### src/rtl/lsu_mem_access_pkg.sv
// lsu_mem_access_pkg: shared op/size/error/state encodings and the request legality check for the load/store unit
package lsu_mem_access_pkg;

    typedef enum logic [1:0] {
        LSU_OP_LOAD  = 2'b00,
        LSU_OP_STORE = 2'b01,
        LSU_OP_PASS  = 2'b10,
        LSU_OP_RSVD  = 2'b11
    } lsu_op_e;

    typedef enum logic [1:0] {
        LSU_SZ_B = 2'b00,
        LSU_SZ_H = 2'b01,
        LSU_SZ_W = 2'b10,
        LSU_SZ_D = 2'b11
    } lsu_size_e;

    typedef enum logic [1:0] {
        LSU_ERR_OK       = 2'b00,
        LSU_ERR_MISALIGN = 2'b01,
        LSU_ERR_TIMEOUT  = 2'b10,
        LSU_ERR_ILLEGAL  = 2'b11
    } lsu_err_e;

    typedef enum logic [1:0] {
        ST_IDLE   = 2'b00,
        ST_ACCESS = 2'b01,
        ST_RESP   = 2'b10
    } lsu_state_e;

    // (1 << size) - 1 wraps to 3'b111 for a double, giving the alignment mask for every size
    function automatic lsu_err_e lsu_check(input lsu_size_e size, input logic [2:0] lo, input logic is64);
        return (size == LSU_SZ_D && !is64) ? LSU_ERR_ILLEGAL :
               ((lo & ((3'd1 << size) - 3'd1)) != 3'd0) ? LSU_ERR_MISALIGN : LSU_ERR_OK;
    endfunction

endpackage

### src/rtl/lsu_lane_align.sv
// lsu_lane_align: store byte-enable/lane shift and load extract/sign-or-zero extend
module lsu_lane_align
    import lsu_mem_access_pkg::*;
#(
    parameter int XLEN = 32
) (
    input  lsu_size_e                   size,
    input  logic                        uns,
    input  logic [$clog2(XLEN/8)-1:0]   lane,
    input  logic [XLEN-1:0]             wdata,
    input  logic [XLEN-1:0]             rdata,
    output logic [XLEN/8-1:0]           be,
    output logic [XLEN-1:0]             wdata_sh,
    output logic [XLEN-1:0]             rdata_ext
);
    localparam int NB = XLEN / 8;
    localparam int XW = $clog2(XLEN);

    logic [NB-1:0]   msk;
    logic [XLEN-1:0] repl, sh, lowm;
    logic [XW-1:0]   sidx;

    always_comb begin
        repl = size == LSU_SZ_B ? {NB{wdata[7:0]}} :
               size == LSU_SZ_H ? {(NB/2){wdata[15:0]}} :
               size == LSU_SZ_W ? {(NB/4){wdata[31:0]}} : wdata;
        msk  = (NB'(1) << (4'd1 << size)) - NB'(1);
        sh   = rdata >> {lane, 3'b000};
        lowm = ~({XLEN{1'b1}} << (7'd8 << size));
        sidx = XW'((7'd8 << size) - 7'd1);
    end

    assign be        = msk << lane;
    assign wdata_sh  = repl << {lane, 3'b000};
    assign rdata_ext = (sh & lowm) | ({XLEN{sh[sidx] & ~uns}} & ~lowm);

endmodule

### src/rtl/lsu_mem_access.sv
// lsu_mem_access: valid/ready load/store unit with variable-latency memory port, alignment checks and timeout
module lsu_mem_access
    import lsu_mem_access_pkg::*;
#(
    parameter int XLEN     = 32,
    parameter int ADDR_W   = 16,
    parameter int MAX_WAIT = 15
) (
    input  logic                CK_REF,
    input  logic                RST_N,
    input  logic                HALT,
    input  logic                REQ_VALID,
    output logic                REQ_READY,
    input  logic [1:0]          REQ_OP,
    input  logic [1:0]          REQ_SIZE,
    input  logic                REQ_UNSIGNED,
    input  logic [XLEN-1:0]     REQ_ADDR,
    input  logic [XLEN-1:0]     REQ_WDATA,
    input  logic [4:0]          REQ_RD,
    output logic                RSP_VALID,
    output logic                RSP_WB,
    output logic [4:0]          RSP_RD,
    output logic [XLEN-1:0]     RSP_DATA,
    output logic [1:0]          RSP_ERR,
    output logic                MEM_REQ,
    output logic                MEM_READ_WRN,
    output logic [ADDR_W-1:0]   MEM_ADDR,
    output logic [XLEN/8-1:0]   MEM_BE,
    output logic [XLEN-1:0]     MEM_WDATA,
    input  logic [XLEN-1:0]     MEM_RDATA,
    input  logic                MEM_ACK
);
    localparam int NB = XLEN / 8;
    localparam int LW = $clog2(NB);
    localparam int CW = $clog2(MAX_WAIT + 1);

    logic            int_rst_n;
    lsu_state_e      state, state_nxt;
    lsu_op_e         op_q;
    lsu_size_e       size_q;
    lsu_err_e        err_q, req_err;
    logic            uns_q, acc, mem_op, ack, tmo, rsp;
    logic [ADDR_W-1:0] addr_q;
    logic [XLEN-1:0] wdata_q, data_q, wsh, rext;
    logic [4:0]      rd_q;
    logic [CW-1:0]   cnt;
    logic [NB-1:0]   be;

    assign int_rst_n = RST_N;
    assign mem_op    = REQ_OP == LSU_OP_LOAD || REQ_OP == LSU_OP_STORE;
    assign req_err   = mem_op ? lsu_check(lsu_size_e'(REQ_SIZE), REQ_ADDR[2:0], XLEN == 64) : LSU_ERR_OK;
    assign acc       = state == ST_IDLE && REQ_VALID && !HALT;
    assign ack       = state == ST_ACCESS && MEM_ACK;
    // Timeout only advances on un-halted cycles; a same-cycle ACK always wins
    assign tmo       = state == ST_ACCESS && !MEM_ACK && !HALT && cnt == CW'(MAX_WAIT - 1);
    assign rsp       = state == ST_RESP;

    lsu_lane_align #(.XLEN(XLEN)) u_align (
        .size      (size_q),
        .uns       (uns_q),
        .lane      (addr_q[LW-1:0]),
        .wdata     (wdata_q),
        .rdata     (MEM_RDATA),
        .be        (be),
        .wdata_sh  (wsh),
        .rdata_ext (rext)
    );

    always_ff @(posedge CK_REF or negedge int_rst_n) begin
        if (!int_rst_n) state <= ST_IDLE;
        else            state <= state_nxt;
    end

    always_comb begin
        state_nxt = state;
        REQ_READY = 1'b0;
        MEM_REQ   = 1'b0;
        RSP_VALID = 1'b0;
        case (state)
            ST_IDLE: begin
                REQ_READY = !HALT;
                if (acc) state_nxt = (req_err != LSU_ERR_OK || !mem_op) ? ST_RESP : ST_ACCESS;
            end
            ST_ACCESS: begin
                MEM_REQ = 1'b1;
                if (ack || tmo) state_nxt = ST_RESP;
            end
            ST_RESP: begin
                RSP_VALID = !HALT;
                if (!HALT) state_nxt = ST_IDLE;
            end
            default: state_nxt = ST_IDLE;
        endcase
    end

    assign MEM_READ_WRN = !MEM_REQ || op_q == LSU_OP_LOAD;
    assign MEM_ADDR     = MEM_REQ ? {addr_q[ADDR_W-1:LW], {LW{1'b0}}} : '0;
    assign MEM_BE       = MEM_REQ ? be : '0;
    assign MEM_WDATA    = MEM_REQ ? wsh : '0;
    assign RSP_RD       = rsp ? rd_q : '0;
    assign RSP_DATA     = rsp ? data_q : '0;
    assign RSP_ERR      = rsp ? err_q : LSU_ERR_OK;
    assign RSP_WB       = RSP_VALID && err_q == LSU_ERR_OK && op_q != LSU_OP_STORE;

    always_ff @(posedge CK_REF or negedge int_rst_n) begin
        if (!int_rst_n) begin
            op_q    <= LSU_OP_LOAD;
            size_q  <= LSU_SZ_B;
            uns_q   <= 1'b0;
            addr_q  <= '0;
            wdata_q <= '0;
            data_q  <= '0;
            rd_q    <= '0;
            err_q   <= LSU_ERR_OK;
            cnt     <= '0;
        end else if (acc) begin
            op_q    <= lsu_op_e'(REQ_OP);
            size_q  <= lsu_size_e'(REQ_SIZE);
            uns_q   <= REQ_UNSIGNED;
            addr_q  <= REQ_ADDR[ADDR_W-1:0];
            wdata_q <= REQ_WDATA;
            data_q  <= mem_op ? '0 : REQ_WDATA;
            rd_q    <= REQ_RD;
            err_q   <= req_err;
            cnt     <= '0;
        end else if (ack) begin
            data_q  <= op_q == LSU_OP_LOAD ? rext : '0;
        end else if (tmo) begin
            err_q   <= LSU_ERR_TIMEOUT;
        end else if (state == ST_ACCESS && !HALT) begin
            cnt     <= cnt + CW'(1);
        end
    end

endmodule

### config.mk
export PLATFORM = sky130hd
export DESIGN_NAME = lsu_mem_access
export DESIGN_NICKNAME = d
export VERILOG_FILES = /design/src/rtl/lsu_mem_access_pkg.sv /design/src/rtl/lsu_lane_align.sv /design/src/rtl/lsu_mem_access.sv
export SDC_FILE = /design/constraint.sdc
export NUM_CORES = 1
export LEC_CHECK = 0
export CORE_MARGIN = 4
export CORE_UTILIZATION = 40
export CTS_CLUSTER_DIAMETER = 60
export DETAILED_ROUTE_END_ITERATION = 8
export DONT_BUFFER_PORTS = 1
export PLACE_DENSITY = 0.5
export SETUP_SLACK_MARGIN = 0.02
export SLEW_MARGIN = 40
export SYNTH_ARGS = -nofsm -noshare
export SYNTH_HDL_FRONTEND = slang
export SYNTH_SLANG_ARGS = --single-unit
### constraint.sdc
create_clock -name CK_REF -period 2.9 [get_ports CK_REF]
set_input_delay 0.435 -clock CK_REF [delete_from_list [all_inputs] [get_ports CK_REF]]
set_output_delay 0.435 -clock CK_REF [all_outputs]
set_load 0.01 [all_outputs]
==> run metrics, run 1 <==
status completed; largest net degree at the start of global routing 99; post-synthesis sequential area ratio 40.5%; WL/cell 22.3 µm; most area-hungry cell type in the Yosys netlist dfrtp_1; clk_lat worst skew 0.35 ns; CP Cell Sequence mux2_2, mux4_2, nor2_1, a211oi_1, buf_4; Setup crit end kind primary output; Syn Std Cell Area 6050 µm²; ys flop type dfrtp_1; Req. time, crit path 2.47 ns; crit path launch type register; antenna viol nets, final 0; Mapped Cells 694; synth warn 0; top cell type's share of synthesized area 40.5%; clk buf depth 2; setup tns final 0 ns; Area Overhead vs Synth 8.85%; Leakage 3.05 nW; routed via count 5,054; RSZ-0062 raised after global routing no; Die Ht 131 µm; Synth cell types 60; die span in x 131 µm; Max transition margin 46.0%; non-filler instance count after layout 871; standard-cell rows 44; Slew @ Worst Pin 0.806 ns; total iterations of the first detailed-routing run 5; Port-buffer cells 0; VDD IR max 0.406 mV; initial antenna violation count 1; Antenna Cells 0; Die ar. 17,200 µm²; number of global-route vias before repair 5,081; DRC 0; MaxCap Viol Count 0; ratio of final minimum period to clock period 89.6%; I/O pins 207; setup bufs post-CTS 0; Min-Delay Path Class in -> async; ranking of synthesized cells by area dfrtp_1 41%, nand2_1 12%, and2_1 5.6%; Post-Place Cell Area 6260 µm²; Power per Cell Area 880 nW/µm²; Placer Congestion 0.836; DP Worst Slack 0.478 ns; Final Util 44.8%; Max Freq 0.385 GHz; Total GRT Usage 22.5%; Initial Util 41.2%; Total Power 5.79 mW; Worst Path Arrival 2.16 ns; final setup vio count 0; Slew Viols, Final 0; total CTS buffers 9; global route total overflow 0; CP Class reg -> out; Routed WL 19,500 µm; first-pass GRT wire length 29,300 µm; Critical Path Max Stage Delay 0.61 ns; Yosys reg bits 98; skew final 0.00795 ns; Post-synth EDFFs 0; CTS H-tree lvls 3; CTS tree yes; DR iter-0 viols 306; Final Hold Viols 0; asr flop ratio synth 100%; CP max-delay cell dfrtp_2; vias per cell 5.80; crit-path max FO 16; Root Buffer clkbuf_16; TritonCTS sink count 98; syn avg cell area 8.72 µm²; Placeable Area 14,700 µm²; clock slew at reported path FFs 0.07 ns; layout cell share with drive strength beyond 1 14.6%; nets 795; Cells after DPL 854; Finished Cell Area 6590 µm²; Final WS setup 0.302 ns; hold_ws 0.00104 ns; fin crit period 2.60 ns; DP HPWL 14,300 µm
==> critical path: cells and delay by family (launching register included) <==
kind,cells,cell delay [ns]
compound gates,1,0.07
buf+inv,1,0.16
flops,1,0.61
mux,2,0.83
simple gates,1,0.13
==> synthesized netlist by cell type (all sizes together), types with 3 or more instances <==
cell	number
a32oi	7
inv	3
a211oi	17
a21oi	17
nor2b	13
o21ai	19
and2	54
nor4b	3
nand2	191
nand2b	3
a221oi	17
and3	9
nor2	59
a22oi	8
a211o	7
or2	3
mux2i	32
clkbuf	27
o22a	8
a21o	3
mux4	9
buf	32
dfrtp	98
nor3	7
mux2	17
==> path summary, 6_finish.rpt <==
kind / start / to / slack, ns / cells past startpoint
worst max-delay path: size_q[0]$_DFFE_PN0P_ / MEM_WDATA[30] / 0.30 / 5
worst min-delay path: RST_N / wdata_q[22]$_DFFE_PN0P_ / 0.001 / 1
worst max register to register: addr_q[0]$_DFFE_PN0P_ / data_q[29]$_DFFE_PN0P_ / 0.56 / 4
worst min register to register: addr_q[6]$_DFFE_PN0P_ / addr_q[6]$_DFFE_PN0P_ / 0.47 / 2
max in group asynchronous: RST_N / addr_q[1]$_DFFE_PN0P_ / 2.46 / 1
min in group CK_REF: REQ_OP[1] / err_q[1]$_DFFE_PN0P_ / 0.16 / 1
==> per-layer routing <==
layer	part of all wire, %	vias to the layer above	GRT usage [%]
met5	0.036	-	0
met4	2.9	2	8.05
met3	8.5	39	7.36
met2	46	189	36.6
met1	42	2467	28.2
li1	-	2357	-
==> final cells by class <==
| cell class | count | area (µm²) |
|---|---|---|
| clock buffers | 10 | 239 |
| clock inverters | 6 | 48.8 |
| fillers | 1478 | 8110 |
| inverters | 3 | 11.3 |
| multi-input cells | 535 | 3320 |
| flip-flops and latches | 98 | 2460 |
| well taps | 184 | 230 |
| repair buffers | 35 | 283 |
==> cell families after synthesis <==
group | count (synthesis) | share of synthesized area [%]
AND/OR/NAND/NOR | 355 | 27.1
XOR/XNOR | 2 | 0.290
other | 1 | 0.0620
adder cells (fa/ha/maj) | 2 | 0.413
buffers and inverters | 62 | 4.84
flip-flops | 98 | 40.5
multiplexers | 58 | 11.8
AO/OA/AOI/OAI | 116 | 14.9
==> cells in the final DEF (no fill, tap or decap), drive strengths merged, types with 3 or more instances in the layout <==
cell type  instances
a32oi              7
nand2b             3
and2              54
nor4b              3
nand2            191
nor2b             13
a21o               3
clkbuf            10
dfrtp             98
or2                3
nor2              59
mux2              17
a211o              7
a22oi              8
mux2i             32
inv                6
o21ai             19
a221oi            17
a21oi             17
clkinv             3
a211oi            17
nor3               7
mux4               9
and3               9
buf               35
o22a               8
==> what timing repair did <==
action,4_1_cts,5_1_grt
endpoints found under the hold margin,98,0
setup endpoints to repair,0,2
gates resized for setup,0,1
hold buffers,1,0
==> state kept, by name, summed over array words and instances, names as in the netlist <==
register,flops
state,2
size_q,2
cnt,4
wdata_q,32
uns_q,1
data_q,32
op_q,2
addr_q,16
rd_q,5
err_q,2
==> power breakdown <==
| part | total (mW) | internal [mW] | switching [mW] |
|---|---|---|---|
| Combinational | 2.23 | 0.995 | 1.24 |
| Sequential | 2.39 | 1.87 | 0.513 |
| Clock | 1.18 | 0.617 | 0.560 |
Note: power is estimated with default switching activity, not from simulation.
==> run 2, diff against run 1 <==
--- a/config.mk
+++ b/config.mk
@@ -8,6 +8,7 @@
 export CORE_MARGIN = 4
 export CORE_UTILIZATION = 40
 export CTS_CLUSTER_DIAMETER = 60
+export CTS_CLUSTER_SIZE = 12
 export DETAILED_ROUTE_END_ITERATION = 8
 export DONT_BUFFER_PORTS = 1
 export PLACE_DENSITY = 0.5
==> results of run 2 <==
Same layout as run 1: the final DEF is identical, and so are final timing and power.
==> RTL change 1: new RTL, settings of run 1 <==
Change the parameter `MAX_WAIT` from 15 to 30.
--- a/src/rtl/lsu_mem_access.sv
+++ b/src/rtl/lsu_mem_access.sv
@@ -6,3 +6,3 @@
     parameter int ADDR_W   = 16,
-    parameter int MAX_WAIT = 15
+    parameter int MAX_WAIT = 30
 ) (
Formal check against the unedited RTL: same outputs for any inputs over 4 cycles, from zero or initial values and one cycle with RST_N low; that may be too few to reach the edited logic, so the function may still have changed.
==> RTL change 1 against run 1 <==
  * Final area is the same
  * Power grew 25%
  * Setup slack lost 27 ps
  * Sequential cell count grew 1
  * Wire length shrank 1.1%
  * Clock power grew 18%
  * Combinational power grew 42%
  * Area after synthesis grew 0.19%
  * Highest routed layer unchanged
==> RTL change 1: results (changes against run 1) <==
[outcome]
status=complete, no violations

[logic_synthesis]
synth-seq-area-share=0.409  ; +0.00338
synth_commonest_cells=193 x nand2_1, 99 x dfrtp_1, 63 x and2_1
synthArstFlopShare=1.00  ; unchanged
synth.area.top_cells=dfrtp_1 41%, nand2_1 12%, and2_1 6.5%
ys_types=55  ; -8.3%
syn_inst=691  ; -0.43%

[timing]
clock-skew-final_ps=7.97  ; +0.0173 ps
finalHoldViolCount=0  ; unchanged
tightest_slew_ps=688  ; -118 ps

[global_route]
grt_max_degree=100  ; +1.0%
grt_pass1_wl_um=29900  ; +2.0%
grt_pass1_vias=5028  ; -1.0%
antenna_found_initial=2  ; +1
track_usage=0.220  ; -0.00519

[clock_tree]
post-cts-setup-buffers=0  ; unchanged
htreeDepth=3  ; unchanged
numCtsBuffers=9  ; unchanged

[placed_design]
hpwl_um=14600  ; +1.9%
place_area_um2=6210  ; -0.78%
numPortBuffers=0  ; unchanged
place.gp.congestion=0.876  ; +4.8%
pre_cts_ws_ps=467  ; -10.5 ps
place_inst=848  ; -0.70%

[setup_path]
cpLargestDelayFamily=multiplexers
r2r_cells=5  ; +1
crit_arrival_ps=2190  ; +30 ps
crit_fanout=15  ; -1

[detailed_routing]
wl_met2_um=9380  ; +3.7%
vias=4987  ; -1.3%
highest-signal-layer=met5
wl_met1_um=8000  ; -2.3%
wl_um=19200  ; -1.1%
met3_length_um=1510  ; -8.6%
drtAntennaViolNets=0  ; unchanged
drt_iter0_drc=267  ; -13%
viasPerCell=5.77  ; -0.64%

[finish]
fillCellCount=1440  ; -2.6%
drive_above_1_share=0.128  ; -0.0178
nets=789  ; -0.75%
n_antenna_cell=0  ; unchanged
top_regs=data_q x32, wdata_q x32, addr_q x16

[worst_hold_path]
min_path_type=in -> async

[pwr]
vdd_ir_drop_max_v=0.000391  ; -3.7%
p_int_uw=4260  ; +22%
power_leakage_uw=0.00300  ; -1.7%

## RTL change 1: metal layers
layer	up-vias	track usage
met4	4	0.0607
met2	185	0.364
met3	27	0.0692
li1	2333	-
met1	2438	0.281
met5	-	0
## RTL change 1: path summary, 6_finish.rpt
check | end | startpoint | slack [ps]
max | MEM_WDATA[24] | size_q[0]$_DFFE_PN0P_ | 270
min reg2reg | addr_q[3]$_DFFE_PN0P_ | addr_q[3]$_DFFE_PN0P_ | 470
max reg2reg | data_q[15]$_DFFE_PN0P_ | state[0]$_DFFE_PN0P_ | 680
min | data_q[8]$_DFFE_PN0P_ | RST_N | 20
max in group asynchronous | addr_q[1]$_DFFE_PN0P_ | RST_N | 2480
min in group CK_REF | err_q[1]$_DFFE_PN0P_ | REQ_OP[1] | 180
## RTL change 1: power groups by stage
stage / combinational, uW / clock, uW / sequential (uW)
floorplan: 2710 / 0 / 2330
CTS: 3170 / 1410 / 2700
detailed placement: 3130 / 0 / 2720
global placement: 3080 / 0 / 2700
finish: 3160 / 1390 / 2710
global route: 3490 / 1470 / 2800
## RTL change 1: cells by family after synthesis
kind of cell	after synthesis	share of synthesized area
and+or+nand+nor	356	0.275
buffers and inverters	60	0.0514
xor gates and xnor gates	2	0.00289
AOI/OAI and AO/OA	114	0.141
adders and majority gates	2	0.00413
other	1	0.000619
DFF	99	0.409
muxes	57	0.116
## RTL change 1: what timing repair did
action / 4_1_cts / 5_1_grt
resized for setup: 0 / 1
endpoints found under the setup margin: 0 / 2
endpoints found under the hold margin: 99 / 0
hold buffers: 1 / 0
## RTL change 1: area by class of cell
type	count	area (um^2)	area share
multi-input combinational	533	3280	0.498
sequential	99	2480	0.377
clock buffer	11	243	0.0369
timing repair buffer	29	238	0.0361
tap	184	230	0.0350
clock inverter	5	100	0.0152
inverter	4	15.0	0.00228
==> RTL change 2: new RTL, settings of run 1 <==
Without the edit above. Encoding of `lsu_state_e`: now one-hot (3 bits for 3 states).
--- a/src/rtl/lsu_mem_access_pkg.sv
+++ b/src/rtl/lsu_mem_access_pkg.sv
@@ -24,6 +24,6 @@
 
-    typedef enum logic [1:0] {
-        ST_IDLE   = 2'b00,
-        ST_ACCESS = 2'b01,
-        ST_RESP   = 2'b10
+    typedef enum logic [2:0] {
+        ST_IDLE   = 3'b001,
+        ST_ACCESS = 3'b010,
+        ST_RESP   = 3'b100
     } lsu_state_e;
Check against the original RTL: no difference found for any inputs over 4 cycles, from zero or initial values and one cycle with RST_N low; so few cycles prove little.
==> RTL change 2 against run 1 <==
  * Setup slack worse by 0.99 ps
  * Sequential cell count up 1
  * Non-clock buffer count up 11
  * Register-to-register slack worse by 30 ps
  * Final cell count up 7.6%
  * Wire length up 8.1%
  * Sequential share of layout area down 0.81 points
  * Final area up 3.2%
  * Area after synthesis up 2.1%
  * Power down 19%
  * Highest routed layer is now met4
==> RTL change 2: results (changes against run 1) <==
[outcome]
status=complete, no violations

[logic_synthesis]
synth.area.top_cells=dfrtp_1 40%, nand2_1 12%, and2_1 7.2%
yosysWarnings=0  ; unchanged
synth.avg_cell_area_um2=8.30  ; -4.8%
synth_commonest_cells=200 x nand2_1, 98 x dfrtp_1, 71 x and2_1
synth-seq-area-share=0.401  ; -0.00412
synthArstFlopShare=1.00  ; unchanged
ys_types=59  ; -1.7%

[pwr]
power_leakage_uw=0.00317  ; +3.8%
pwr-share-clk=0.244  ; +0.041
swShare=0.367  ; -0.0311
p_per_area_nw_per_um2=693  ; -21%
seq-power_uw=2010  ; -16%
vdd_ir_drop_max_v=0.000267  ; -34%

[finish]
multi_input_area_um2=3420  ; +3.0%
drive_above_1_share=0.123  ; -0.0227
nets=861  ; +8.3%
fin_cells=937  ; +7.6%
clkbuf_count=11  ; +1
clkCellAreaFrac=0.0396  ; -0.00412
buffers=46  ; +31%
utilization=0.449  ; +0.000747
seq_cell_count=99  ; +1.0%
seq_area_um2=2480  ; +0.97%
layout.nonclk_buf_frac=0.0537  ; +0.0108
fillCellCount=1508  ; +2.0%
n_all_inverters=8  ; +5
num-multi-input-gates=581  ; +8.6%

[placed_design]
place.gp.congestion=0.882  ; +5.5%
place_inst=921  ; +7.8%
place_area_um2=6500  ; +3.8%
pre_cts_ws_ps=481  ; +2.99 ps
hpwl_um=15100  ; +5.9%

[floorplanning]
core_area_um2=15100  ; +3.0%

[setup_path]
critPathSlowestCell=dfrtp_2
crit_fanout=27  ; +11
slowest_delay_ps=440  ; -170 ps
cpLargestDelayFamily=buffers and inverters
crit_arrival_ps=2160  ; about the same

[detailed_routing]
viasPerCell=5.82  ; +0.33%
wire_per_inst_um=22.4  ; +0.46%
drt-pass1-iter-count=6  ; +1
drt_iter0_drc=600  ; +96%

[timing]
slew_headroom=0.573  ; +0.113
clock-skew-final_ps=7.99  ; +0.0427 ps

[global_route]
grt_pass1_vias=5417  ; +6.6%
track_usage=0.238  ; +0.0125
grt_pass1_wl_um=32700  ; +11%
antenna_found_initial=0  ; -1
grt_max_degree=100  ; +1.0%

[clock_tree]
insertion_delay_ps=350  ; about the same
clk_path_buf_depth=2  ; unchanged
clockRootBuffer=clkbuf_16

RTL change 2: changes by cell type in the layout (fill, tap and decap cells not counted), moves of 9 or more:
cell / change
a21oi_1: +31
a221oi_1: -10
and2_1: +16
buf_4: +11
mux2_2: -9
nor2b_1: -9
o21ai_0: +25
RTL change 2: what timing repair did:
item | CTS | global route
endpoints found under the hold margin | 99 | 0
hold buffers | 1 | 0
setup buffers | 0 | 0
setup endpoints to repair | 0 | 2
gates resized for setup | 0 | 1
RTL change 2: kinds of logic (layout without fill, tap and decap cells):
family / after synthesis / after routing / share of synthesized area
AOI/OAI and AO/OA: 146 / 146 / 0.157
xor gates and xnor gates: 2 / 2 / 0.00284
adders and majority gates: 5 / 5 / 0.0101
buffers and inverters: 65 / 69 / 0.0482
DFF: 99 / 99 / 0.401
muxes: 55 / 55 / 0.107
other: 1 / 2 / 0.000607
and+or+nand+nor: 371 / 371 / 0.273
RTL change 2: path summary, 6_finish.rpt:
kind | cells past startpoint | start | endpoint | slack (ps)
worst min-delay path | 1 | RST_N | rd_q[2]$_DFFE_PN0P_ | 20
worst max register to register | 7 | size_q[1]$_DFFE_PN0P_ | data_q[11]$_DFFE_PN0P_ | 530
worst max-delay path | 7 | addr_q[1]$_DFFE_PN0P_ | MEM_WDATA[22] | 300
min in group CK_REF | 1 | REQ_OP[1] | err_q[0]$_DFFE_PN0P_ | 180
worst min register to register | 2 | rd_q[4]$_DFFE_PN0P_ | rd_q[4]$_DFFE_PN0P_ | 460
max in group asynchronous | 1 | RST_N | wdata_q[31]$_DFFE_PN0P_ | 2500
RTL change 2: layer usage:
metal	track usage	vias up	routed length, um
li1	-	2528	-
met1	0.339	2650	9520
met2	0.353	249	9310
met3	0.0630	28	1780
met4	0.0774	0	401
met5	0	-	0
